### src/rtl/mips8_pkg.sv
// Shared constants and types for the 8-bit MIPS fetch path.
package mips8_pkg;

  localparam int unsigned ADDR_WIDTH      = 8;
  localparam int unsigned INSTR_WIDTH     = 32;
  localparam int unsigned BYTES_PER_INSTR = 4;
  localparam int unsigned BYTE_WIDTH      = 8;
  localparam int unsigned K_WIDTH         = $clog2(BYTES_PER_INSTR);

  typedef enum logic [1:0] {
    IDLE  = 2'd0,
    ISSUE = 2'd1,
    DRAIN = 2'd2,
    DONE  = 2'd3
  } fetch_state_t;

endpackage

### src/rtl/fetch_byte_assembler.sv
// Shifts returned memory bytes into a shadow word (big-endian) and loads the
// visible instruction register only on commit.
module fetch_byte_assembler
  import mips8_pkg::*;
#(
  parameter int unsigned WORD_WIDTH = 32
) (
  input  logic                  clock,
  input  logic                  reset,
  input  logic                  shift_en,
  input  logic [BYTE_WIDTH-1:0] byte_in,
  input  logic                  commit,
  output logic [WORD_WIDTH-1:0] instr
);

  logic [WORD_WIDTH-1:0] shadow;
  logic [WORD_WIDTH-1:0] shadow_nxt;

  // First byte shifted in ends up in the most significant position.
  assign shadow_nxt = {shadow[WORD_WIDTH-BYTE_WIDTH-1:0], byte_in};

  always_ff @(posedge clock) begin
    if (reset) begin
      shadow <= '0;
      instr  <= '0;
    end else begin
      if (shift_en) shadow <= shadow_nxt;
      if (commit)   instr  <= shadow_nxt;
    end
  end

endmodule

### src/rtl/instruction_fetch.sv
// Fetch responder: reads four bytes per instruction from byte-wide memory,
// assembles them big-endian and hands the word to the decoder.
module instruction_fetch #(
  parameter int unsigned ADDR_WIDTH  = mips8_pkg::ADDR_WIDTH,
  parameter int unsigned INSTR_WIDTH = mips8_pkg::INSTR_WIDTH
) (
  input  logic                   clock,
  input  logic                   reset,
  input  logic [ADDR_WIDTH-1:0]  pc_address,
  input  logic                   pc_valid,
  output logic                   pc_ready,
  input  logic                   flush,
  output logic                   mem_rd,
  output logic [ADDR_WIDTH-1:0]  mem_addr,
  input  logic [7:0]             mem_rdata,
  output logic [INSTR_WIDTH-1:0] instr,
  output logic                   instr_valid,
  output logic                   misaligned
);

  import mips8_pkg::fetch_state_t;
  import mips8_pkg::IDLE;
  import mips8_pkg::ISSUE;
  import mips8_pkg::DRAIN;
  import mips8_pkg::DONE;
  import mips8_pkg::K_WIDTH;
  import mips8_pkg::BYTES_PER_INSTR;

  localparam logic [K_WIDTH-1:0] K_LAST = K_WIDTH'(BYTES_PER_INSTR - 1);

  fetch_state_t          state, state_nxt;
  logic [K_WIDTH-1:0]    k, k_nxt;
  logic [ADDR_WIDTH-1:0] base, base_nxt;
  logic [ADDR_WIDTH-1:0] mem_addr_nxt;
  logic                  mem_rd_nxt, pc_ready_nxt, instr_valid_nxt, misaligned_nxt;
  logic                  accept, aligned, commit;
  logic                  rd_d1;

  assign accept  = pc_valid & pc_ready & ~flush;
  assign aligned = (pc_address[1:0] == 2'b00);

  // Next-state and next-output decode.
  always_comb begin
    state_nxt      = state;
    k_nxt          = k;
    base_nxt       = base;
    misaligned_nxt = 1'b0;
    commit         = 1'b0;

    case (state)
      IDLE, DONE: begin
        state_nxt = IDLE;
        if (accept) begin
          base_nxt = pc_address;
          if (aligned) begin
            state_nxt = ISSUE;
            k_nxt     = '0;
          end else begin
            misaligned_nxt = 1'b1;
          end
        end
      end
      ISSUE: begin
        k_nxt = K_WIDTH'(k + K_WIDTH'(1));
        if (k == K_LAST) state_nxt = DRAIN;
      end
      DRAIN: begin
        state_nxt = DONE;
        commit    = 1'b1;
      end
      default: state_nxt = IDLE;
    endcase

    // Abort wins over everything except reset.
    if (flush) begin
      state_nxt = IDLE;
      commit    = 1'b0;
    end

    mem_rd_nxt      = (state_nxt == ISSUE);
    mem_addr_nxt    = mem_rd_nxt ? ADDR_WIDTH'(base_nxt + ADDR_WIDTH'(k_nxt)) : mem_addr;
    pc_ready_nxt    = (state_nxt == IDLE) || (state_nxt == DONE);
    instr_valid_nxt = (state_nxt == DONE);
  end

  always_ff @(posedge clock) begin
    if (reset) begin
      state       <= IDLE;
      k           <= '0;
      base        <= '0;
      pc_ready    <= 1'b1;
      mem_rd      <= 1'b0;
      mem_addr    <= '0;
      instr_valid <= 1'b0;
      misaligned  <= 1'b0;
      rd_d1       <= 1'b0;
    end else begin
      state       <= state_nxt;
      k           <= k_nxt;
      base        <= base_nxt;
      pc_ready    <= pc_ready_nxt;
      mem_rd      <= mem_rd_nxt;
      mem_addr    <= mem_addr_nxt;
      instr_valid <= instr_valid_nxt;
      misaligned  <= misaligned_nxt;
      rd_d1       <= mem_rd;
    end
  end

  // Read data lags the strobe by one cycle, so capture follows rd_d1.
  fetch_byte_assembler #(
    .WORD_WIDTH(INSTR_WIDTH)
  ) u_asm (
    .clock    (clock),
    .reset    (reset),
    .shift_en (rd_d1),
    .byte_in  (mem_rdata),
    .commit   (commit),
    .instr    (instr)
  );

endmodule
### config.mk
export PLATFORM = sky130hd
export DESIGN_NAME = instruction_fetch
export DESIGN_NICKNAME = d
export VERILOG_FILES = /design/src/rtl/mips8_pkg.sv /design/src/rtl/fetch_byte_assembler.sv /design/src/rtl/instruction_fetch.sv
export SDC_FILE = /design/constraint.sdc
export NUM_CORES = 1
export LEC_CHECK = 0
export BUFFER_PORTS_ARGS = -buffer_cell sky130_fd_sc_hd__buf_2
export CORE_MARGIN = 1
export CORE_UTILIZATION = 44
export CTS_BUF_LIST = sky130_fd_sc_hd__clkbuf_8
export DETAILED_ROUTE_END_ITERATION = 12
export PLACE_DENSITY_LB_ADDON = 0.15
export SLEW_MARGIN = 10
export SYNTH_ARGS = -nofsm -noshare
export SYNTH_HDL_FRONTEND = slang
export SYNTH_SLANG_ARGS = --single-unit
### constraint.sdc
create_clock -name clock -period 2.39 [get_ports clock]
set_input_delay 0.3585 -clock clock [delete_from_list [all_inputs] [get_ports clock]]
set_output_delay 0.3585 -clock clock [all_outputs]
set_load 0.05 [all_outputs]
==> flow_summary.yaml, run 1 <==
floorplanning:
  fp.dieH_um: 87.4
  start_util_pct: 46.4
  dieArea_um2: 7630
  rows: 30
  coreArea_um2: 6910
  boundaryPins: 64
  die_width_um: 87.4
worst_hold_path:
  hold_depth: 3
  holdPathEnd: "u_asm.instr[4]$_SDFFE_PP0P_"
  hold_class: "in2reg"
  min-delay-start: "mem_rdata[4]"
worst_setup_path:
  cpPeakStageDelay_ns: 0.40
  crit_arrival_ns: 2.59
  rr_startpoint: "state[0]$_SDFF_PP0_"
  path_cells: "inv_2, ha_4, nand4b_1, nand2_1, nand2_1, ha_2, fa_2, inv_2, o21ai_0, nor3b_1, o32ai_1"
  cp-end-kind: "flop"
  critPathBufInv: 2
  critPathKind: "reg2reg"
  reg2reg_depth: 11
  crit_path_max_fanout: 5
  cp-start-kind: "flop"
  critPathTopFamily: "adder cells"
  reg2reg_to: "mem_addr[6]$_SDFFE_PP0P_"
  r2r_slack_ns: 0.05
  crit_required_ns: 2.64
  crit_slowest_cell: "fa_2"
run_status:
  outcome: "complete, no violations"
sta:
  hold_viol_final: 0
  fin_crit_sh_pct: 97.7
  finClkSkew_ns: 0.0118
  slew_violations: 0
  final-setup-viol-count: 0
  rsz0062_at_grt: "yes"
  holdWs_ns: 0.249
  tightest_slew_ns: 0.558
  period_minus_slack_ns: 2.34
  slew_headroom_pct: 62.8
  clock.fmax_mhz: 428
synthesis:
  ys_seq_area_share_pct: 50.6
  syn_nets: 393
  yosysWarningCount: 0
  netlist_top_cells_area: "dfxtp_1, nand2_1, mux2i_1"
  synthFlopType: "dfxtp_1"
  netlist.area_leader.share_pct: 50.6
  synth-edff-count: 0
  yosysUniqueCellTypes: 40
  yosysMostFrequentCell: "nand2_1"
  yosysTopAreaCell: "dfxtp_1"
  synth_area_per_cell_um2: 8.81
  async_flop_share_pct: 0
  ys_ff_latch: 81
  syn-instance-count: 364
  syn_area_um2: 3210
  synth_commonest_cells: "nand2_1, dfxtp_1, a21oi_1"
final_layout:
  diodes: 0
  register_area_um2: 1630
  multi_input_area_um2: 1510
  fin_cells: 532
  design_area_um2: 3930
  drive_gt1_share_pct: 25.9
  n_fill_cell: 682
  syn2layout_area_growth_pct: 22.7
  nNetsFinal: 461
  final_core_util_pct: 56.9
power_and_ir_drop:
  p_per_area_nw_per_um2: 657
  finalPower_uw: 2580
  irDropWorstVdd_mv: 0.388
  power.leakage_uw: 0.00155
place:
  place_congestion: 0.790
  place_area_um2: 3660
  portBuffers: 63
  post-dp-hpwl_mm: 4.53
  placedCellCount: 513
job:
  maxCapViolations: 0
routing:
  ant_nets: 0
  drt_iter0_drc: 92
  vias_per_cell: 4.93
  drc: 0
  wl_mm: 6.93
  route.detailed.wl_per_inst_um: 13.0
  drt_pass1_iterations: 4
  vias: 2625
grt:
  grt_max_degree: 58
  grt_pass1_wl_mm: 11.1
  grt.overflow.total: 0
  grt_pass1_vias: 2399
  antenna_found_initial: 0
  grt_use_total_pct: 18.7
clock_network:
  insertion_delay_ns: 0.35
  cts_made_buffers: 9
  path_clk_slew_ns: 0.09
  hold_buffers: 0
  htree_levels: 3
  cts-root-buf: "clkbuf_8"
  cts_buffer_depth: 2
  cts_tree: "built"
  cts_sinks: 81
## cell usage in the layout (no fill, tap or decap), types with 3 or more instances in the layout
cell / instances
o21ai_0: 3
xnor2_1: 4
buf_4: 16
nor2_1: 35
o32ai_1: 3
nand3_1: 4
clkbuf_8: 9
buf_2: 63
nor3b_1: 4
mux2i_1: 27
nand2_1: 82
inv_1: 4
a21oi_1: 39
nor2b_1: 4
ha_1: 5
o21a_1: 3
nor3_1: 6
nand2b_1: 6
dfxtp_1: 78
## final cells by class
type	instances	area share, %
Clock buffer	9	3.15
Clock inverter	6	2.35
Inverter	6	0.573
Multi-Input combinational cell	255	38.4
Sequential cell	81	41.4
Tap cell	96	3.05
Timing Repair Buffer	79	11.1
## per-layer routing
metal	global-route usage, %	share of wire, %
met1	25.0	48
met2	29.9	47
met3	2.94	2.9
met4	7.75	1.4
met5	0	0
## how the worst max path moves through the flow
stage                              startpoint                  endpoint  depth (start not counted)
after floorplan           pc_ready$_SDFF_PP1_  mem_addr[6]$_SDFFE_PP0P_                          9
after global placement                  flush  mem_addr[6]$_SDFFE_PP0P_                          9
after detailed placement  state[1]$_SDFF_PP0_  mem_addr[6]$_SDFFE_PP0P_                         11
after CTS                 state[1]$_SDFF_PP0_  mem_addr[6]$_SDFFE_PP0P_                         11
after global routing      state[1]$_SDFF_PP0_  mem_addr[6]$_SDFFE_PP0P_                         11
final                     state[0]$_SDFF_PP0_  mem_addr[6]$_SDFFE_PP0P_                         11
## sequential cells by signal, indices dropped and copies added, names as in the netlist
register and flops:
instr_valid 1, misaligned 1, u_asm.instr 32, u_asm.shadow 24, state 2, pc_ready 1, rd_d1 1, k 2
base 8, mem_rd 1, mem_addr 8
## per-stage QoR
| stage | setup slack [ns] | setup TNS, ns |
|---|---|---|
| 4_1_cts | -0.0130 | -0.0130 |
| 5_1_grt | -0.0303 | -0.0407 |
| 2_1_floorplan | 0.00763 | 0 |
| 6_report | 0.0539 | 0 |
| 3_5_place_dp | -0.127 | -0.279 |
| 3_3_place_gp | -0.0762 | -0.0972 |
## kinds of logic (layout without fill, tap and decap cells)
kind of cell / after synthesis / count (layout) / synth area share, %
multiplexers: 28 / 28 / 8.86
adder cells (fa/ha/maj): 9 / 9 / 3.75
buffers and inverters: 28 / 100 / 3.63
AND/OR/NAND/NOR: 158 / 158 / 22.0
XOR/XNOR: 4 / 4 / 1.09
AO/OA/AOI/OAI: 56 / 56 / 10.1
flip-flops: 81 / 81 / 50.6
## worst reg2reg max path, cell delays in order (launching register included)
cell	delay, ns
dfxtp_2	0.36
inv_2	0.06
ha_4	0.27
nand4b_1	0.18
nand2_1	0.14
nand2_1	0.08
ha_2	0.20
fa_2	0.40
inv_2	0.10
o21ai_0	0.08
nor3b_1	0.14
o32ai_1	0.24
## timing repair
| item | in CTS | in global routing |
|---|---|---|
| gates cloned | 0 | 0 |
| endpoints found under the setup margin | 5 | 4 |
| pin swaps | 1 | 10 |
| gates resized for setup | 4 | 5 |
| setup buffers | 0 | 4 |
## where the power goes
| group | switching (µW) | internal [µW] | total, µW |
|---|---|---|---|
| combinational | 76.0 | 48.3 | 124 |
| sequential | 8.00 | 1360 | 1370 |
| clock | 504 | 588 | 1090 |
| total | 588 | 1990 | 2580 |
(Power assumes the default switching activity.)
==> run 2: changes to the inputs <==
--- a/config.mk
+++ b/config.mk
@@ -5,11 +5,11 @@
 export SDC_FILE = /design/constraint.sdc
 export NUM_CORES = 1
 export LEC_CHECK = 0
-export BUFFER_PORTS_ARGS = -buffer_cell sky130_fd_sc_hd__buf_2
 export CORE_MARGIN = 1
 export CORE_UTILIZATION = 44
 export CTS_BUF_LIST = sky130_fd_sc_hd__clkbuf_8
 export DETAILED_ROUTE_END_ITERATION = 12
+export DONT_BUFFER_PORTS = 1
 export PLACE_DENSITY_LB_ADDON = 0.15
 export SLEW_MARGIN = 10
 export SYNTH_ARGS = -nofsm -noshare
==> constraint.sdc (replaced) <==
create_clock -name clock -period 2.5 [get_ports clock]
set_input_delay 0.375 -clock clock [delete_from_list [all_inputs] [get_ports clock]]
set_output_delay 0.375 -clock clock [all_outputs]
set_load 0.05 [all_outputs]
==> run 2 against run 1 <==
Compared with the run above: sequential cell count did not move; hold slack worse by 0.16 ns; clock power fell by 18%; cell area down 9.4%; sequential power is 4% lower; critical path depth stayed put; count of clock-buffer cells in the layout rose by 1; first-iteration DRC count down 12%; setup slack gained 0.044 ns; combinational power decreased by 49%; core utilization fell by 5.3 points; critical endpoint unchanged.
==> flow_summary.yaml, run 2 (synthesis gave the netlist of run 1 again) <==
floorplanning:
  coreArea_um2: 6910
  dieArea_um2: 7630
  boundaryPins: 64
  die_width_um: 87.4
  rows: 30
  fp.dieH_um: 87.4
  start_util_pct: 46.4
routing:
  ant_nets: 0
  drt_iter0_drc: 81
  route.detailed.wl_per_inst_um: 14.2
  vias: 2373
  drt_pass1_iterations: 4
  wl_mm: 6.59
  drc: 0
  vias_per_cell: 5.10
clock_network:
  path_clk_slew_ns: 0.08
  cts_sinks: 81
  cts_tree: "built"
  cts_buffer_depth: 2
  cts-root-buf: "clkbuf_8"
  htree_levels: 3
  insertion_delay_ns: 0.35
  cts_made_buffers: 9
final_layout:
  largest_reg_flops: 32
  diodes: 0
  nNetsFinal: 393
  final_common_cell: "nand2_1"
  syn2layout_area_growth_pct: 11.2
  drive_gt1_share_pct: 12.7
  final_core_util_pct: 51.6
  largest-register: "u_asm.instr"
  largestRegisters: "u_asm.instr x32, u_asm.shadow x24"
  final_cell_mix: "nand2_1, dfxtp_1, a21oi_1"
power_and_ir_drop:
  power.leakage_uw: 0.00121
  clkPwrFrac_pct: 39.3
  p_int_uw: 1730
  p_seq_share_pct: 57.9
  irDropWorstVdd_mv: 0.318
  p_sw_share_pct: 23.8
  pwr-share-comb_pct: 2.8
  power_switching_uw: 539
  p_per_area_nw_per_um2: 637
worst_setup_path:
  critPathKind: "reg2reg"
  crit_required_ns: 2.76
  cp-start-kind: "flop"
  cp-end-kind: "flop"
  crit_path_max_fanout: 5
  crit_arrival_ns: 2.66
sta:
  final-setup-viol-count: 0
  slew_headroom_pct: 63.8
  period_minus_slack_ns: 2.40
  finClkSkew_ns: 0.00976
  rsz0062_at_grt: "yes"
  tightest_slew_ns: 0.542
  fin_crit_sh_pct: 96.1
  hold_viol_final: 0
  clock.fmax_mhz: 416
  holdWs_ns: 0.0873
  slew_violations: 0
grt:
  grt.overflow.total: 0
  antenna_found_initial: 0
  grt_pass1_vias: 2209
  grt_use_total_pct: 18.4
  grt_pass1_wl_mm: 10.7
  grt_max_degree: 82
place:
  place_congestion: 0.844
  post-dp-hpwl_mm: 4.27
  portBuffers: 0
worst_hold_path:
  hold_class: "in2reg"
run_status:
  outcome: "complete, no violations"
job:
  maxCapViolations: 0
==> run 2: changes by cell type in the layout (fill, tap and decap cells not counted), sizes merged <==
| cell | previous run | this run |
|---|---|---|
| buf | 79 | 11 |
| bufinv | 2 | 0 |
| clkbuf | 9 | 10 |
| inv | 7 | 9 |
==> run 2: power by group through the flow <==
stage	clock network (µW)	registers, µW	logic (µW)
3_3_place_gp	0	1340	56.4
2_1_floorplan	0	1340	63.9
5_1_grt	988	1310	70.9
3_5_place_dp	0	1340	57.4
6_report	892	1310	63.6
4_1_cts	929	1310	59.5
==> run 2: final timing paths <==
check	from	to	slack [ns]	depth (start not counted)
worst max-delay path	state[1]$_SDFF_PP0_	mem_addr[6]$_SDFFE_PP0P_	0.1	11
worst min-delay path	reset	u_asm.instr[0]$_SDFFE_PP0P_	0.09	1
worst max register to register	state[1]$_SDFF_PP0_	mem_addr[6]$_SDFFE_PP0P_	0.1	11
worst min register to register	u_asm.shadow[23]$_SDFFE_PP0P_	u_asm.instr[31]$_SDFFE_PP0P_	0.44	2
==> run 2: cell type report <==
class | count | area (µm²)
Fill cell | 705 | 3340
Tap cell | 96 | 120
Inverter | 6 | 22.5
Multi-Input combinational cell | 255 | 1520
Timing Repair Buffer | 11 | 82.6
Clock inverter | 6 | 50.0
Sequential cell | 81 | 1630
Clock buffer | 10 | 138
==> run 2: critical path, cell delays in order (launching register included) <==
cell and delay, ns:
dfxtp_4 0.38, inv_1 0.05, ha_1 0.20, nor2b_2 0.16
or2_2 0.27, o31a_1 0.12, ha_2 0.20, fa_2 0.38
inv_2 0.09, o21ai_0 0.09, and3_4 0.17, o32ai_2 0.22
==> run 2: timing repair <==
item / in CTS / in global routing
hold buffers: 0 / 0
pin swaps: 2 / 4
gates resized for setup: 5 / 9
setup buffers: 1 / 1
setup endpoints to repair: 2 / 4
==> run 2: layer usage <==
layer	wire, µm	track usage (%)	vias to the layer above
met5	0	0	-
met4	159	9.39	0
met3	450	5.59	14
met2	2810	26.8	60
met1	3170	24.4	1090
li1	-	-	1209
==> run 2: through the flow <==
step	TNS (ns)	std cells	setup WS, ns	cell area (µm²)	total power (µW)
floorplan	0	364	0.0139	3210	1410
global placement	0	447	0.0134	3300	1400
detailed placement	-0.0500	447	-0.0500	3300	1400
CTS	0	464	0.0268	3510	2300
global route	-0.0107	465	-0.00664	3560	2370
finish	0	465	0.0981	3560	2270
==> run 3: changes to the inputs <==
--- a/config.mk
+++ b/config.mk
@@ -5,7 +5,7 @@
 export SDC_FILE = /design/constraint.sdc
 export NUM_CORES = 1
 export LEC_CHECK = 0
-export CORE_MARGIN = 1
+export CORE_MARGIN = 3
 export CORE_UTILIZATION = 44
 export CTS_BUF_LIST = sky130_fd_sc_hd__clkbuf_8
 export DETAILED_ROUTE_END_ITERATION = 12
==> run 3 against run 2 <==
Compared with the run above: power up 5.6%; count of clock-buffer cells in the layout down 1; combinational power up 3%; setup slack worse by 0.0031 ns; non-clock buffer count up 4; via count up 1.5%; clock skew down 0.0024 ns.
==> flow_summary.yaml, run 3 (synthesis gave the netlist of run 1 again) <==
final_layout:
  fin_cells: 468
  final_cell_mix: "nand2_1, dfxtp_1, a21oi_1"
  largest-register: "u_asm.instr"
  n_fill_cell: 690
  design_area_um2: 3630
  syn2layout_area_growth_pct: 13.4
  drive_gt1_share_pct: 13.7
  nNetsFinal: 397
  diodes: 0
  largest_reg_flops: 32
  final_common_cell: "nand2_1"
  largestRegisters: "u_asm.instr x32, u_asm.shadow x24"
power_and_ir_drop:
  p_per_area_nw_per_um2: 659
  finalPower_uw: 2400
  irDropWorstVdd_mv: 0.314
  power.leakage_uw: 0.00124
routing:
  route.detailed.wl_per_inst_um: 14.6
  drt_pass1_iterations: 4
  vias_per_cell: 5.15
  ant_nets: 0
  drt_iter0_drc: 114
  wl_mm: 6.86
  vias: 2409
  drc: 0
job:
  maxCapViolations: 0
sta:
  slew_headroom_pct: 63.5
  rsz0062_at_grt: "yes"
  final-setup-viol-count: 0
  slew_violations: 0
  period_minus_slack_ns: 2.41
  clock.fmax_mhz: 416
  finClkSkew_ns: 0.00732
  layout_setup_ws_ns: 0.0949
  holdWs_ns: 0.0951
  fin_crit_sh_pct: 96.2
  tightest_slew_ns: 0.547
  hold_viol_final: 0
worst_setup_path:
  crit_required_ns: 2.75
  cp-end-kind: "flop"
  cp-start-kind: "flop"
  crit_path_max_fanout: 5
  crit_arrival_ns: 2.66
  critPathKind: "reg2reg"
place:
  placedCellCount: 447
  portBuffers: 0
  place_area_um2: 3300
  place_congestion: 0.848
  post-dp-hpwl_mm: 4.36
  pre_cts_slack_ns: -0.0903
clock_network:
  cts_tree: "built"
  insertion_delay_ns: 0.35
  cts_made_buffers: 9
  cts-root-buf: "clkbuf_8"
  htree_levels: 3
  cts_sinks: 81
  path_clk_slew_ns: 0.08
  cts_buffer_depth: 2
grt:
  grt_max_degree: 82
  grt_use_met1_pct: 23.1
  grt_use_total_pct: 16.7
  grt.overflow.total: 0
  grtUsageMet2_pct: 23.9
  antenna_found_initial: 0
  use_met3_pct: 5.55
  grt_pass1_wl_mm: 11.3
  grt_pass1_vias: 2281
  gr-max-usage-layer: "met2"
floorplanning:
  coreArea_um2: 6940
  dieArea_um2: 8350
  start_util_pct: 46.2
  fp.dieH_um: 91.4
  boundaryPins: 64
  die_width_um: 91.4
  rows: 30
worst_hold_path:
  hold_class: "in2reg"
run_status:
  outcome: "complete, no violations"
-- run 3: worst paths after layout --
kind                                                    start                      endpoint  slack, ns  depth (start not counted)
worst max-delay path                      state[0]$_SDFF_PP0_      mem_addr[6]$_SDFFE_PP0P_       0.09                         11
worst min-delay path                                    reset   u_asm.instr[0]$_SDFFE_PP0P_        0.1                          1
worst max register to register            state[0]$_SDFF_PP0_      mem_addr[6]$_SDFFE_PP0P_       0.09                         11
worst min register to register  u_asm.shadow[21]$_SDFFE_PP0P_  u_asm.instr[29]$_SDFFE_PP0P_       0.46                          2
-- run 3: what timing repair did --
action                     4_1_cts  5_1_grt
hold buffers                     0        0
gates resized for setup          2       16
setup buffers                    1        5
pin swaps                        1        7
setup endpoints to repair        1        5
-- run 3: worst max-delay path, stage by stage, from the launching register on --
cell     delay (ns)
dfxtp_2        0.35
inv_1          0.08
ha_4           0.28
and4b_1        0.25
nand2_1        0.09
nand2_2        0.09
ha_4           0.14
fa_2           0.22
inv_2          0.06
or3_1          0.33
and3_1         0.19
o32ai_2        0.24
-- run 3: layout make-up --
| cell class | instances | area [µm²] | share of cell area, % |
|---|---|---|---|
| clock buffers | 9 | 124 | 3.41 |
| clock inverters | 6 | 85.1 | 2.34 |
| inverters | 6 | 22.5 | 0.620 |
| multi-input cells | 255 | 1540 | 42.3 |
| flip-flops and latches | 81 | 1630 | 44.8 |
| well taps | 96 | 120 | 3.30 |
| repair buffers | 15 | 116 | 3.20 |
-- run 3: metal layers --
layer	up-vias	share of wire, %
met3	10	6.3
met5	-	0
met4	0	1.6
li1	1218	-
met1	1133	48
met2	48	44
-- run 3: power by group --
| group | switching, µW | internal [µW] | leakage (µW) | total (µW) |
|---|---|---|---|---|
| Clock | 464 | 553 | 0.000106 | 1020 |
| Sequential | 14.9 | 1300 | 0.000654 | 1310 |
| Combinational | 32.7 | 32.5 | 0.000484 | 65.2 |
| Total | 512 | 1880 | 0.00124 | 2400 |
-- run 3: per-stage QoR --
| stage | util, % | setup TNS, ns |
|---|---|---|
| after CTS | 50.8 | -0.0109 |
| after global placement | 47.6 | 0 |
| after global routing | 52.3 | -0.0864 |
| after floorplan | - | 0 |
| final | 52.3 | 0 |
| after detailed placement | 47.6 | -0.0903 |
